[config.mk]
export PLATFORM = sky130hd
export DESIGN_NAME = fetch_stage
export DESIGN_NICKNAME = d
export VERILOG_FILES = /design/src/rtl/cpu_pkg.sv /design/src/rtl/fetch_stage.sv
export SDC_FILE = /design/constraint.sdc
export NUM_CORES = 1
export LEC_CHECK = 0
export CORE_MARGIN = 3
export CORE_UTILIZATION = 50
export DETAILED_ROUTE_END_ITERATION = 12
export PLACE_DENSITY = 0.88
export SLEW_MARGIN = 20
export SYNTH_ARGS = -nofsm -noshare
export SYNTH_HDL_FRONTEND = slang
export SYNTH_SLANG_ARGS = --single-unit
[constraint.sdc]
create_clock -name clk -period 3.85 [get_ports clk]
set_input_delay 0.77 -clock clk [delete_from_list [all_inputs] [get_ports clk]]
set_output_delay 0.77 -clock clk [all_outputs]
set_load 0.01 [all_outputs]
[src/rtl/cpu_pkg.sv]
// rtl/cpu_pkg.sv - shared CPU constants, opcodes and fetch state type
//
// Purpose: constants shared by the fetch stage and the decoder.
//   CPU_PC_WIDTH    : program counter / instruction address width
//   CPU_INSTR_WIDTH : instruction word width
//   HALT_ENCODING   : opcode that stops fetch (decoder uses it too)
//   fetch_state_t   : fetch FSM states {RUN, HALT}
package cpu_pkg;

    localparam int CPU_PC_WIDTH    = 8;
    localparam int CPU_INSTR_WIDTH = 8;

    localparam logic [CPU_INSTR_WIDTH-1:0] HALT_ENCODING = 8'hFF;

    typedef enum logic {
        RUN  = 1'b0,
        HALT = 1'b1
    } fetch_state_t;

endpackage

[src/rtl/fetch_stage.sv]
// rtl/fetch_stage.sv - instruction fetch stage with PC, IF/ID register and HALT FSM
//
// Purpose: owns the program counter, drives it to the combinational
// instruction memory and captures the returned word into the IF/ID register.
// Supports stall, branch redirect with flush, and a terminal HALT state.
//
// Ports:
//   clk           in  : rising-edge clock
//   reset         in  : synchronous, active-high
//   pc            out : registered fetch address to instruction memory
//   instruction   in  : memory read data, combinational from pc
//   stall         in  : downstream hold request
//   branch_valid  in  : redirect request from execute
//   branch_target in  : redirect address
//   if_instr      out : IF/ID instruction register
//   if_pc         out : address of if_instr
//   if_valid      out : if_instr is a real instruction, not a bubble
//   halted        out : high while in HALT
//   fetch_count   out : issued-instruction count, saturating at 16'hFFFF
module fetch_stage
    import cpu_pkg::*;
#(
    parameter int                     PC_WIDTH    = CPU_PC_WIDTH,
    parameter int                     INSTR_WIDTH = CPU_INSTR_WIDTH,
    parameter logic [PC_WIDTH-1:0]    RESET_PC    = '0,
    parameter logic [INSTR_WIDTH-1:0] HALT_INSTR  = INSTR_WIDTH'(HALT_ENCODING)
) (
    input  logic                   clk,
    input  logic                   reset,
    output logic [PC_WIDTH-1:0]    pc,
    input  logic [INSTR_WIDTH-1:0] instruction,
    input  logic                   stall,
    input  logic                   branch_valid,
    input  logic [PC_WIDTH-1:0]    branch_target,
    output logic [INSTR_WIDTH-1:0] if_instr,
    output logic [PC_WIDTH-1:0]    if_pc,
    output logic                   if_valid,
    output logic                   halted,
    output logic [15:0]            fetch_count
);

    localparam logic [15:0] FETCH_COUNT_MAX = 16'hFFFF;

    fetch_state_t state;

    always_ff @(posedge clk) begin
        if (reset) begin
            state       <= RUN;
            pc          <= RESET_PC;
            if_instr    <= '0;
            if_pc       <= '0;
            if_valid    <= 1'b0;
            halted      <= 1'b0;
            fetch_count <= '0;
        end else begin
            case (state)
                RUN: begin
                    if (branch_valid) begin
                        // Redirect flushes the word in flight; the stale
                        // if_instr/if_pc stay put but are marked invalid.
                        pc       <= branch_target;
                        if_valid <= 1'b0;
                    end else if (!stall) begin
                        if_instr <= instruction;
                        if_pc    <= pc;
                        if_valid <= 1'b1;
                        if (fetch_count != FETCH_COUNT_MAX) begin
                            fetch_count <= fetch_count + 16'd1;
                        end
                        if (instruction == HALT_INSTR) begin
                            // HALT itself is issued; pc parks on its address.
                            // halted rises together with the HALT word in IF/ID.
                            state  <= HALT;
                            halted <= 1'b1;
                        end else begin
                            pc <= pc + 1'b1;
                        end
                    end
                    // stall alone: everything holds
                end
                HALT: begin
                    // Terminal: only reset leaves; stall/branch are ignored.
                    if_valid <= 1'b0;
                    halted   <= 1'b1;
                end
                default: begin
                    state <= RUN;
                end
            endcase
        end
    end

endmodule

# Yosys cells after proc, flatten, opt, wreduce, memory -nomap -nowiden
# Index checks and enable logic that the tools add are counted.
totals:
  in_bits: 20
  regBits: 43
  wordCells: 38
  out_inout_bits: 42
classes:
  addsub: 2
  reduce_logical: 4
  n_mux: 14
  bitwise_logic: 3
  eq_ne: 8
ops:
  columns: ["op", "count"]
  rows:
  - ["$mux 8", 3]
  - ["$add 16x1->16 const B", 1]
  - ["$ne 16x16->1 const B", 1]
  - ["$mux 1", 9]
  - ["$reduce_and 3->1", 3]
  - ["$add 8x1->8 const B", 1]
  - ["$eq 8x8->1 const B", 1]
  - ["$ne 2x2->1 const B", 4]
  - ["$pmux 1 s2", 2]
  - ["$reduce_and 4->1", 1]
  - ["$ne 3x3->1 const B", 1]
  - ["$not 1->1", 3]
  - ["$ne 2x1->1 const B", 1]

# Depth between registers and ports, before layout
# Gate-level depths: netlist of run 1.
depth:
  word_depth: 5
  depth_mapped: 6

# Worst setup path after synthesis of run 1
# No wires, ideal clock.
synth_path:
  path_kind: "input -> register"
  startpoint: "input port stall"
  endpoint: "register fetch_count[15]"
  arrival_ns: 2.506
  stages: 6
  t_required_ns: 3.780
  path_buffers: 2
  slack_ns: 1.274
  path_cell_list: "buf_6 > or3_1 > or4_1 > buf_2 > or4_1 > a21oi_1"
synth_between:
  elab_chain_len: 2
synth_rtl:
  columns: ["item", "line_no", "rtl"]
  rows:
  - ["start: declaration", "fetch_stage.sv:32", "input logic stall,"]
  - ["$not 1->1 (no line)", null, null]
  - ["$reduce_and 4->1 (no line)", null, null]
  - ["end signal: assignment", "fetch_stage.sv:68", "fetch_count <= fetch_count + 16'd1;"]
  - ["end: declaration", "fetch_stage.sv:39", "output logic [15:0] fetch_count"]
# Every way passes these cells.
# A chain may end at the register's enable or synchronous reset.

# Final worst setup path of run 1
# Same ends and word-level chain as after synthesis.

==> results of run 1 <==
[worst reg2reg max path: stages (launching register included)]
cell	delay [ps]
dfxtp_1	390
or3_1	340
or4_1	660
or4_1	550
a21oi_1	150
[cells in the final DEF (no fill, tap or decap), drive strengths merged, types with 5 or more instances in the layout]
cell type / n
clkbuf: 5
clkdlybuf4s50: 61
inv: 6
o31ai: 6
nand3: 7
nor2: 9
nand4: 6
or4: 5
a21oi: 34
nand2: 49
o21ai: 12
dfxtp: 43
or3: 8
o21a: 5
buf: 5
[how the worst min path moves through the flow]
stage	from	endpoint	slack, ps	depth (start not counted)
after floorplan	halted$_SDFFE_PP0P_	halted$_SDFFE_PP0P_	470	2
after global placement	halted$_SDFFE_PP0P_	halted$_SDFFE_PP0P_	430	2
after detailed placement	halted$_SDFFE_PP0P_	halted$_SDFFE_PP0P_	440	2
after CTS	halted$_SDFFE_PP0P_	halted$_SDFFE_PP0P_	450	2
after global routing	if_pc[1]$_SDFFE_PP0P_	if_pc[1]$_SDFFE_PP0P_	480	2
final	halted$_SDFFE_PP0P_	halted$_SDFFE_PP0P_	450	2
[power by group]
group	internal, W	switching, W	total [W]
clock	0.000126	0.000158	0.000285
sequential	0.000458	0.0000144	0.000473
combinational	0.0000610	0.0000557	0.000117
[kinds of logic after synthesis]
| group | count (synthesis) | share of synthesized area (%) |
|---|---|---|
| flip-flops | 43 | 43.11 |
| adder cells (fa/ha/maj) | 2 | 1.253 |
| buffers and inverters | 20 | 4.261 |
| AO/OA/AOI/OAI | 82 | 26.07 |
| AND/OR/NAND/NOR | 103 | 25.31 |
[cell usage after synthesis, drive strengths merged]
master   instances
o2111ai          1
ha               2
a221oi           1
a21oi           34
buf              4
nand2           49
o31ai            6
a211o            1
a22oi            1
clkbuf          10
nor2b            2
nor4             4
a211oi           1
o2bb2ai          1
nand4            6
dfxtp           43
and4             4
o22a             2
nor3             3
nand3            7
o21a             5
o211ai           3
o41ai            4
o311ai           3
a31oi            2
nor3b            2
or4              5
inv              6
a41oi            1
nor2             9
o32ai            1
o31a             3
o21ai           12
nand2b           4
or3              8
[registers in the layout (all words and copies together), names as in the netlist]
register     count
pc               8
if_valid         1
fetch_count     16
state            1
if_instr         8
halted           1
if_pc            8
[through the flow]
stage                     hold slack, ps  setup WS [ps]  power [W]
after floorplan                    469.6           1274  0.0005347
after global placement             433.1          788.7  0.0005965
after detailed placement           441.4          723.4  0.0005992
after CTS                          452.9           1047  0.0008824
after global routing               475.2          898.5  0.0009152
final                              453.1           1021  0.0008740
[layer usage]
layer | vias to the layer above | routed length [µm] | track usage, % | share of wire, %
li1 | 1042 | - | - | -
met1 | 961 | 2273 | 28.93 | 43
met2 | 78 | 2484 | 32.84 | 47
met3 | 14 | 365 | 4.058 | 6.9
met4 | 0 | 161 | 10.41 | 3.0
met5 | - | 0 | 0 | 0
[area by class of cell]
type / instances / area, µm²
flip-flops and latches: 43 / 860.8
repair buffers: 66 / 648.1
fillers: 321 / 1001
multi-input cells: 187 / 1062
inverters: 6 / 22.52
clock buffers: 5 / 68.82
well taps: 48 / 60.06
clock inverters: 3 / 20.02
==> summary.md, run 1 <==
| Metric | Value |
|---|---|
| Result of the run | finished, final reports clean |
| Critical path fanouts, max | 8 |
| R2R depth | 4 |
| Die width | about 70 µm |
| CTS Buf Count | 5 |
| Fmax | 353.5 MHz |
| Clock-pin slew on the worst setup and hold paths | 80 ps |
| Initial antenna violation count | 0 |
| Setup crit start | stall |
| DR pass1 iterations | 4 |
| PostCTS Resize Cnt | 0 |
| Syn avg cell area | ~8 µm² |
| Worst clock skew | about 3.3 ps |
| Final min period | around 2800 ps |
| Worst r2r src | state$_SDFF_PP0_ |
| Die height | just under 70 µm |
| Worst Tran Pin Value | about 860 ps |
| Yosys top cell area share | 43.11% |
| Crit path max-delay family | simple AND/OR/NAND/NOR gates |
| Buffers on Ports | 61 |
| Maxcap violations | 0 |
| Starting DRT DRC Count | 154 |
| Via count | about 2100 |
| DRT Wirelength | about 5300 µm |
| Tot GR Track Use | 21.45% |
| Power per cell area | 318.7 mW/mm² |
| Post-layout nets | 331 |
| # diodes | 0 |
| Largest net degree at the start of global routing | 38 |
| Synthesis-to-finish area growth | 37.34% |
| Critical Path Start Type | input pin |
| Max H-tree Level | 2 |
| CP max stage cell | or4_1 |
| P_leak | between 0.8 and 0.9 nW |
| Mapped Cells | between 200 and 300 |
| Placed wire-length estimate | around 3700 µm |
| Wirelength per Cell | about 15 µm |
| Critical path cell sequence | clkdlybuf4s50_1 -> or3_1 -> or4_1 -> or4_1 -> a21oi_1 |
| Post-DP Area | approximately 0.0026 mm² |
| Postcts setup bufs | 0 |
| Total number of yosys warnings | 0 |
| Setup CP Type | in2reg |
| Final setup fails | 0 |
| Core area | approximately 0.0037 mm² |
| Non-Filler Instances | around 360 |
| Seq/Total Area, Yosys | around 43% |
| HP Class | reg2reg |
| RR Endpoint | fetch_count[15]$_SDFFE_PP0P_ |
| Distinct cells, synth | 37 |
| #FFs+latches synth | 43 |
| Critical Path Sink Type | flip-flop |
| Synth area leaders | dfxtp_1 (43%), nand2_1 (9.2%), a21oi_1 (8.5%), o21ai_0 (3.0%), or3_1 (2.5%) |
| Final antenna-violating net count | 0 |
| Levels on crit path | 5 |
| RSZ-0062 raised after global routing | false |
| Critical path required time | 4080 ps |
| # DRC | 0 |
| Routed vias/inst | between 5 and 6 |
| Crit path capture | fetch_count[15]$_SDFFE_PP0P_ |
| CP bufs+invs | 1 |
| Rel. slew slack | a little over two fifths |
| Clk buf depth | 2 |
| Post-synth top area cell | dfxtp_1 |
| Initial core utilization | between 50% and 60% |
| Worst IR Drop VDD | about 270 µV |
| Clock root buffer master | clkbuf_8 |
| Post-route setup TNS | 0 ps |
| Post-route design area | approximately 0.0027 mm² |
| Syn_nets | around 270 |
| Final Hold Vio Count | 0 |
| Number of top-level pins | just over 60 |
| Vias in the first global route | around 1900 |
| Final count of pins violating max slew | 0 |
| R2R setup slack | 1690 ps |
| Grt total ovfl | 0 |
| Tcrit/Tclk final | between 70% and 80% |
| Core Rows | 22 |
| Share of cells above drive strength 1 | around 4.8% |
| CTS Hold Bufs | 0 |
| Global-route wire length before repair | 8500 µm |
| GPL Wtd Cong | between 0.8 and 0.9 |
| Synthesized area | 0.001997 mm² |
| Fin util | about three quarters |
| Worst-Skew Late Latency | approximately 290 ps |
| Cell count after placement | 350 |
| Worst path max stage delay | 660 ps |
| Arr. time, crit path | around 3000 ps |
| CTS tree | yes |
| Die area | approximately 0.0048 mm² |
| Worst path most repeated cell | or4_1 |
| Clk sinks | 43 |
(Power assumes the default switching activity.)
==> run 2, diff against run 1 <==
--- a/config.mk
+++ b/config.mk
@@ -6,9 +6,9 @@
 export NUM_CORES = 1
 export LEC_CHECK = 0
 export CORE_MARGIN = 3
-export CORE_UTILIZATION = 50
+export CORE_UTILIZATION = 46
 export DETAILED_ROUTE_END_ITERATION = 12
-export PLACE_DENSITY = 0.88
+export PLACE_DENSITY = 0.82
 export SLEW_MARGIN = 20
 export SYNTH_ARGS = -nofsm -noshare
 export SYNTH_HDL_FRONTEND = slang
==> constraint.sdc (replaced) <==
create_clock -name clk -period 2.65 [get_ports clk]
set_input_delay 0.53 -clock clk [delete_from_list [all_inputs] [get_ports clk]]
set_output_delay 0.53 -clock clk [all_outputs]
set_load 0.01 [all_outputs]
==> run 2 against run 1 <==
Power rose by 67%. Flip-flop and latch count did not move. Register-to-register slack got worse by 1100 ps. Clock power rose by 110%. First-iteration DRC count fell by 19%. Count of clock-buffer cells in the layout rose by 1. Hold slack got worse by 0.95 ps. Routed wire length fell by 1.8%. Clock skew barely moved. Critical endpoint is now fetch_count[11]$_SDFFE_PP0P_. Largest cell class unchanged.
==> summary.md, run 2 (synthesis results as in run 1) <==
| Metric | Value |
|---|---|
| Crit path max-delay family | simple AND/OR/NAND/NOR gates |
| Cell count after placement | 359 (+2.6%) |
| Rel. slew slack | 68.49% (+26 points) |
| Result of the run | finished, final reports clean |
| # DRC | 0 (unchanged) |
| Routed vias/inst | 5.719 (-2.3%) |
| Critical path required time | 2830 ps (-1250 ps) |
| CP max stage cell | or4_1 |
| Biggest register | fetch_count |
| DRT Wirelength | 5192 µm (-1.8%) |
| Number of top-level pins | 62 (unchanged) |
| Die width | 71.89 µm (+3.9%) |
| CTS Hold Bufs | 0 (unchanged) |
| PostCTS Resize Cnt | 0 (unchanged) |
| Arr. time, crit path | 2580 ps (-480 ps) |
| FILL cells | 361 (+12%) |
| Hold WS | 452.1 ps (-0.9490 ps) |
| Final min period | 2398 ps |
| Die height | 71.89 µm (+3.9%) |
| Critical path cell sequence | clkdlybuf4s50_1 -> or3_1 -> or4_1 -> buf_4 -> o311ai_0 -> o41ai_1 |
| Tcrit/Tclk final | around nine tenths |
| Max H-tree Level | 2 (unchanged) |
| Initial core utilization | 48.87% (-4.5 points) |
| Via count | 2099 (+0.19%) |
| Setup CP Type | in2reg |
| Clock-pin slew on the worst setup and hold paths | 80 ps (about the same) |
| Largest net degree at the start of global routing | 25 (-34%) |
| Global-route wire length before repair | 8638 µm (+1.6%) |
| Final count of pins violating max slew | 0 (unchanged) |
| GPL Wtd Cong | 0.8739 (+1.1%) |
| CTS Buf Count | 5 (unchanged) |
| Postcts setup bufs | 0 (unchanged) |
| Clock root buffer master | clkbuf_8 |
| Final Hold Vio Count | 0 (unchanged) |
| Fin util | 69.38% (-3.9 points) |
| CTS tree | yes |
| Final antenna-violating net count | 0 (unchanged) |
| Final setup fails | 0 (unchanged) |
| DR pass1 iterations | 4 (unchanged) |
| Critical Path Sink Type | flip-flop |
| Share of cells above drive strength 1 | 6.309% (+1.5 points) |
| Worst-Skew Late Latency | 300 ps (about the same) |
| Worst clock skew | 3.307 ps (+0.05198 ps) |
| Clk buf depth | 2 (unchanged) |
| # diodes | 0 (unchanged) |
| Maxcap violations | 0 (unchanged) |
| Non-Filler Instances | 367 (+2.5%) |
| Initial antenna violation count | 0 (unchanged) |
| Wirelength per Cell | 14.15 µm (-4.2%) |
| Commonest non-fill, non-tap cell in the layout | clkdlybuf4s50_1 |
| Power per cell area | 516.3 mW/mm² (+62%) |
| Fmax | roughly 420 MHz |
| Final Power | 0.001464 W (+67%) |
| Buffers on Ports | 61 (unchanged) |
| Max FFs per register | 16 (unchanged) |
| P_leak | 0.9424 nW (+6.7%) |
| Tot GR Track Use | 20.77% (-0.69 points) |
| Clk sinks | 43 (unchanged) |
| Starting DRT DRC Count | 125 (-19%) |
| Synthesis-to-finish area growth | 41.98% |
| Vias in the first global route | 1898 (-0.52%) |
| Worst IR Drop VDD | 291.1 µV (+6.0%) |
| Worst path max stage delay | 570 ps (-90 ps) |
| Critical Path Start Type | input pin |
| Core Rows | 23 (+4.5%) |
| RSZ-0062 raised after global routing | false |
| Most frequent cells in the layout | clkdlybuf4s50_1 (61), nand2_1 (49), dfxtp_1 (43) |
| Core area | 0.004086 mm² (+9.2%) |
| Placed wire-length estimate | 3685 µm (-0.54%) |
| Worst Tran Pin Value | 471.6 ps (-388.3 ps) |
| Critical path fanouts, max | 4 (-4) |
| CP bufs+invs | 2 (+1) |
| Die area | 0.005167 mm² (+7.9%) |
| Grt total ovfl | 0 (unchanged) |
| HP Class | reg2reg |
| Post-layout nets | 338 (+2.1%) |
| Post-route setup TNS | 0 ps (unchanged) |
-- run 2: cell types whose count changed in the layout (fill, tap and decap cells not counted), sizes merged --
| cell | previous run | this run |
|---|---|---|
| clkinv | 1 | 0 |
| clkinvlp | 2 | 0 |
| buf | 5 | 12 |
| clkbuf | 5 | 6 |
| bufinv | 0 | 2 |
-- run 2: power by group --
group	internal [W]	switching, W	total (W)
logic	0.0000916	0.0000795	0.000171
registers	0.000666	0.0000225	0.000688
clock network	0.000377	0.000228	0.000604
total	0.00113	0.000330	0.00146
-- run 2: routing by layer --
layer  share of wire [%]  track usage [%]  up-vias
li1                    -                -     1060
met1                  45            27.41      949
met2                  47            33.88       79
met3                 6.6            4.488       11
met4                 1.5            6.472        0
met5                   0                0        -
-- run 2: cell type report --
class	count	area, µm²	share of cell area [%]
Clock buffer	6	72.57	2.560
Clock inverter	2	60.06	2.118
Inverter	6	22.52	0.7944
Multi-Input combinational cell	187	1056	37.25
Sequential cell	43	860.8	30.36
Tap cell	50	62.56	2.207
Timing Repair Buffer	73	700.7	24.71
-- run 2: final timing paths --
kind	start	endpoint	slack, ps	cells after the start
hold / removal	halted$_SDFFE_PP0P_	halted$_SDFFE_PP0P_	450	2
setup reg to reg	state$_SDFF_PP0_	fetch_count[11]$_SDFFE_PP0P_	570	5
hold reg to reg	halted$_SDFFE_PP0P_	halted$_SDFFE_PP0P_	450	2
setup / recovery	branch_valid	fetch_count[11]$_SDFFE_PP0P_	250	6
-- run 2: worst min-delay path, stage by stage (launching register included) --
cell and delay [ps]:
dfxtp_1 310, inv_1 50, a21oi_1 50
-- run 2: metrics by stage --
step	setup WS (ps)	instance area [µm²]
6_report	251.9	2835
5_1_grt	218.5	2835
4_1_cts	259.2	2835
3_5_place_dp	-65.45	2703
3_3_place_gp	-9.178	2703
2_1_floorplan	314.0	1997
==> run 3, diff against run 2 <==
--- a/config.mk
+++ b/config.mk
@@ -5,7 +5,7 @@
 export SDC_FILE = /design/constraint.sdc
 export NUM_CORES = 1
 export LEC_CHECK = 0
-export CORE_MARGIN = 3
+export CORE_MARGIN = 5
 export CORE_UTILIZATION = 46
 export DETAILED_ROUTE_END_ITERATION = 12
 export PLACE_DENSITY = 0.82
==> run 3 against run 2 <==
Count of clock-buffer cells in the layout down 1. Clock power up 1%. Clock skew is 3.1 ps higher. Die area increased by 11%. Critical path type unchanged. Critical endpoint is now fetch_count[15]$_SDFFE_PP0P_. Largest cell class unchanged.
==> summary.md, run 3 (synthesis results as in run 1) <==
| Metric | Value |
|---|---|
| Worst path most repeated cell | or4_1 |
| Grt total ovfl | 0 (unchanged) |
| Met2 WL post-DR | 2605 µm (+7.2%) |
| CTS tree | yes |
| Final Hold Vio Count | 0 (unchanged) |
| Setup CP Type | in2reg |
| Critical path required time | 2880 ps (+50 ps) |
| Worst clock skew | 6.445 ps (+3.138 ps) |
| Clock root buffer master | clkbuf_8 |
| Max H-tree Level | 2 (unchanged) |
| CTS Hold Bufs | 0 (unchanged) |
| Routed vias/inst | 5.714 (about the same) |
| Worst IR Drop VDD | 322.9 µV (+11%) |
| Post-DP Area | 0.002690 mm² (-0.46%) |
| Final antenna-violating net count | 0 (unchanged) |
| Die width | 75.89 µm (+5.6%) |
| DR pass1 iterations | 4 (unchanged) |
| Starting DRT DRC Count | 151 (+21%) |
| CP bufs+invs | 1 (-1) |
| Tot GR Track Use | 20.15% (-0.61 points) |
| Maxcap violations | 0 (unchanged) |
| Share of cells above drive strength 1 | 6.349% (+0.040 points) |
| Core area | 0.004294 mm² (+5.1%) |
| Result of the run | finished, final reports clean |
| Clock-pin slew on the worst setup and hold paths | 80 ps (about the same) |
| Number of top-level pins | 62 (unchanged) |
| Worst-Skew Late Latency | 300 ps (about the same) |
| Via count | 2097 (-0.095%) |
| Vias in the first global route | 1964 (+3.5%) |
| P_leak | 0.9318 nW (-1.1%) |
| Final Power | 0.001470 W (+0.41%) |
| Worst Tran Pin Value | 586.8 ps (+115.2 ps) |
| Wirelength per Cell | 14.94 µm (+5.6%) |
| Worst path max stage delay | 610 ps (+40 ps) |
| Final setup fails | 0 (unchanged) |
| Synthesis-to-finish area growth | 41.85% (about the same) |
| Postcts setup bufs | 0 (unchanged) |
| Die area | 0.005759 mm² (+11%) |
| # diodes | 0 (unchanged) |
| Initial core utilization | 46.50% (-2.4 points) |
| FILL cells | 383 (+6.1%) |
| Arr. time, crit path | 2640 ps (+60 ps) |
| Die height | 75.89 µm (+5.6%) |
| Rel. slew slack | 60.80% (-7.7 points) |
| Global-route wire length before repair | 9032 µm (+4.6%) |
| Worst setup margin | 244.1 ps (-7.712 ps) |
| Critical Path Sink Type | flip-flop |
| Largest net degree at the start of global routing | 25 (unchanged) |
| Highest metal used | met4 |
| Power per cell area | 518.9 mW/mm² (+0.50%) |
| Critical Path Start Type | input pin |
| Buffers on Ports | 61 (unchanged) |
| Post-route setup TNS | 0 ps (unchanged) |
| WL met1 | 2473 µm (+5.5%) |
| Max FFs per register | 16 (unchanged) |
| Critical path cell sequence | clkdlybuf4s50_1 -> or3_1 -> or4_1 -> or4_1 -> a21oi_1 |
| Biggest register | fetch_count |
| CP max stage cell | or4_1 |
| Fmax | 415.7 MHz (-0.32%) |
| Critical path fanouts, max | 5 (+1) |
| CTS Buf Count | 5 (unchanged) |
| Clk buf depth | 2 (unchanged) |
| RSZ-0062 raised after global routing | false |
| R2R setup slack | 560 ps (about the same) |
| GPL Wtd Cong | 0.8592 (-1.7%) |
| Post-route design area | 0.002833 mm² (about the same) |
| Final min period | 2406 ps (+7.712 ps) |
| HP Class | reg2reg |
| PostCTS Resize Cnt | 0 (unchanged) |
| Hold WS | 457.7 ps (+5.553 ps) |
| Crit path max-delay family | simple AND/OR/NAND/NOR gates |
| Initial antenna violation count | 0 (unchanged) |
| Final count of pins violating max slew | 0 (unchanged) |
| Core Rows | 24 (+4.3%) |
| Post-layout nets | 336 (-0.59%) |
| DRT Wirelength | 5482 µm (+5.6%) |
| # DRC | 0 (unchanged) |
| Commonest non-fill, non-tap cell in the layout | clkdlybuf4s50_1 |
| Placement Setup Slack | -51.67 ps (+13.78 ps) |
| Met3 Routed Length | 315 µm (-7.9%) |
| Clk sinks | 43 (unchanged) |
| Most frequent cells in the layout | clkdlybuf4s50_1 (61), nand2_1 (49), dfxtp_1 (43) |
| Tcrit/Tclk final | 90.79% (+0.29 points) |
| Placed wire-length estimate | 3897 µm (+5.8%) |
-- run 3: final cells by class --
cell class / count / area, µm² / area share (%)
multi-input combinational: 187 / 1062 / 37.50
sequential: 43 / 860.8 / 30.39
timing repair buffer: 71 / 685.7 / 24.20
clock buffer: 5 / 68.82 / 2.429
clock inverter: 3 / 67.56 / 2.385
tap: 52 / 65.06 / 2.297
inverter: 6 / 22.52 / 0.7951
-- run 3: report_power, final --
group / internal, W / leakage (nW) / switching (W)
registers: 0.000666 / 0.350 / 0.0000215
clock network: 0.000376 / 0.0644 / 0.000234
logic: 0.0000918 / 0.518 / 0.0000805
-- run 3: stage by stage --
| step | utilization, % | std cells |
|---|---|---|
| 6_report | 65.97 | 367 |
| 2_1_floorplan | - | 250 |
| 5_1_grt | 65.97 | 367 |
| 3_3_place_gp | 62.65 | 359 |
| 4_1_cts | 65.82 | 367 |
| 3_5_place_dp | 62.65 | 359 |
-- run 3: path summary, 6_finish.rpt --
kind,cells past startpoint,start,to
max,5,branch_valid,fetch_count[15]$_SDFFE_PP0P_
min,2,if_pc[2]$_SDFFE_PP0P_,if_pc[2]$_SDFFE_PP0P_
max reg2reg,4,state$_SDFF_PP0_,fetch_count[15]$_SDFFE_PP0P_
min reg2reg,2,if_pc[2]$_SDFFE_PP0P_,if_pc[2]$_SDFFE_PP0P_
-- run 3: metal layers --
metal,vias up,GRT usage [%]
met2,60,32.41
met4,0,6.214
met3,9,4.749
met1,976,26.69
met5,-,0
li1,1052,-
-- run 3: worst register-to-register path: cells and delay by family (launching register included) --
family | cells | cell delay, ps
and+or+nand+nor | 3 | 1480
AOI/OAI and AO/OA | 1 | 140
DFF | 1 | 390
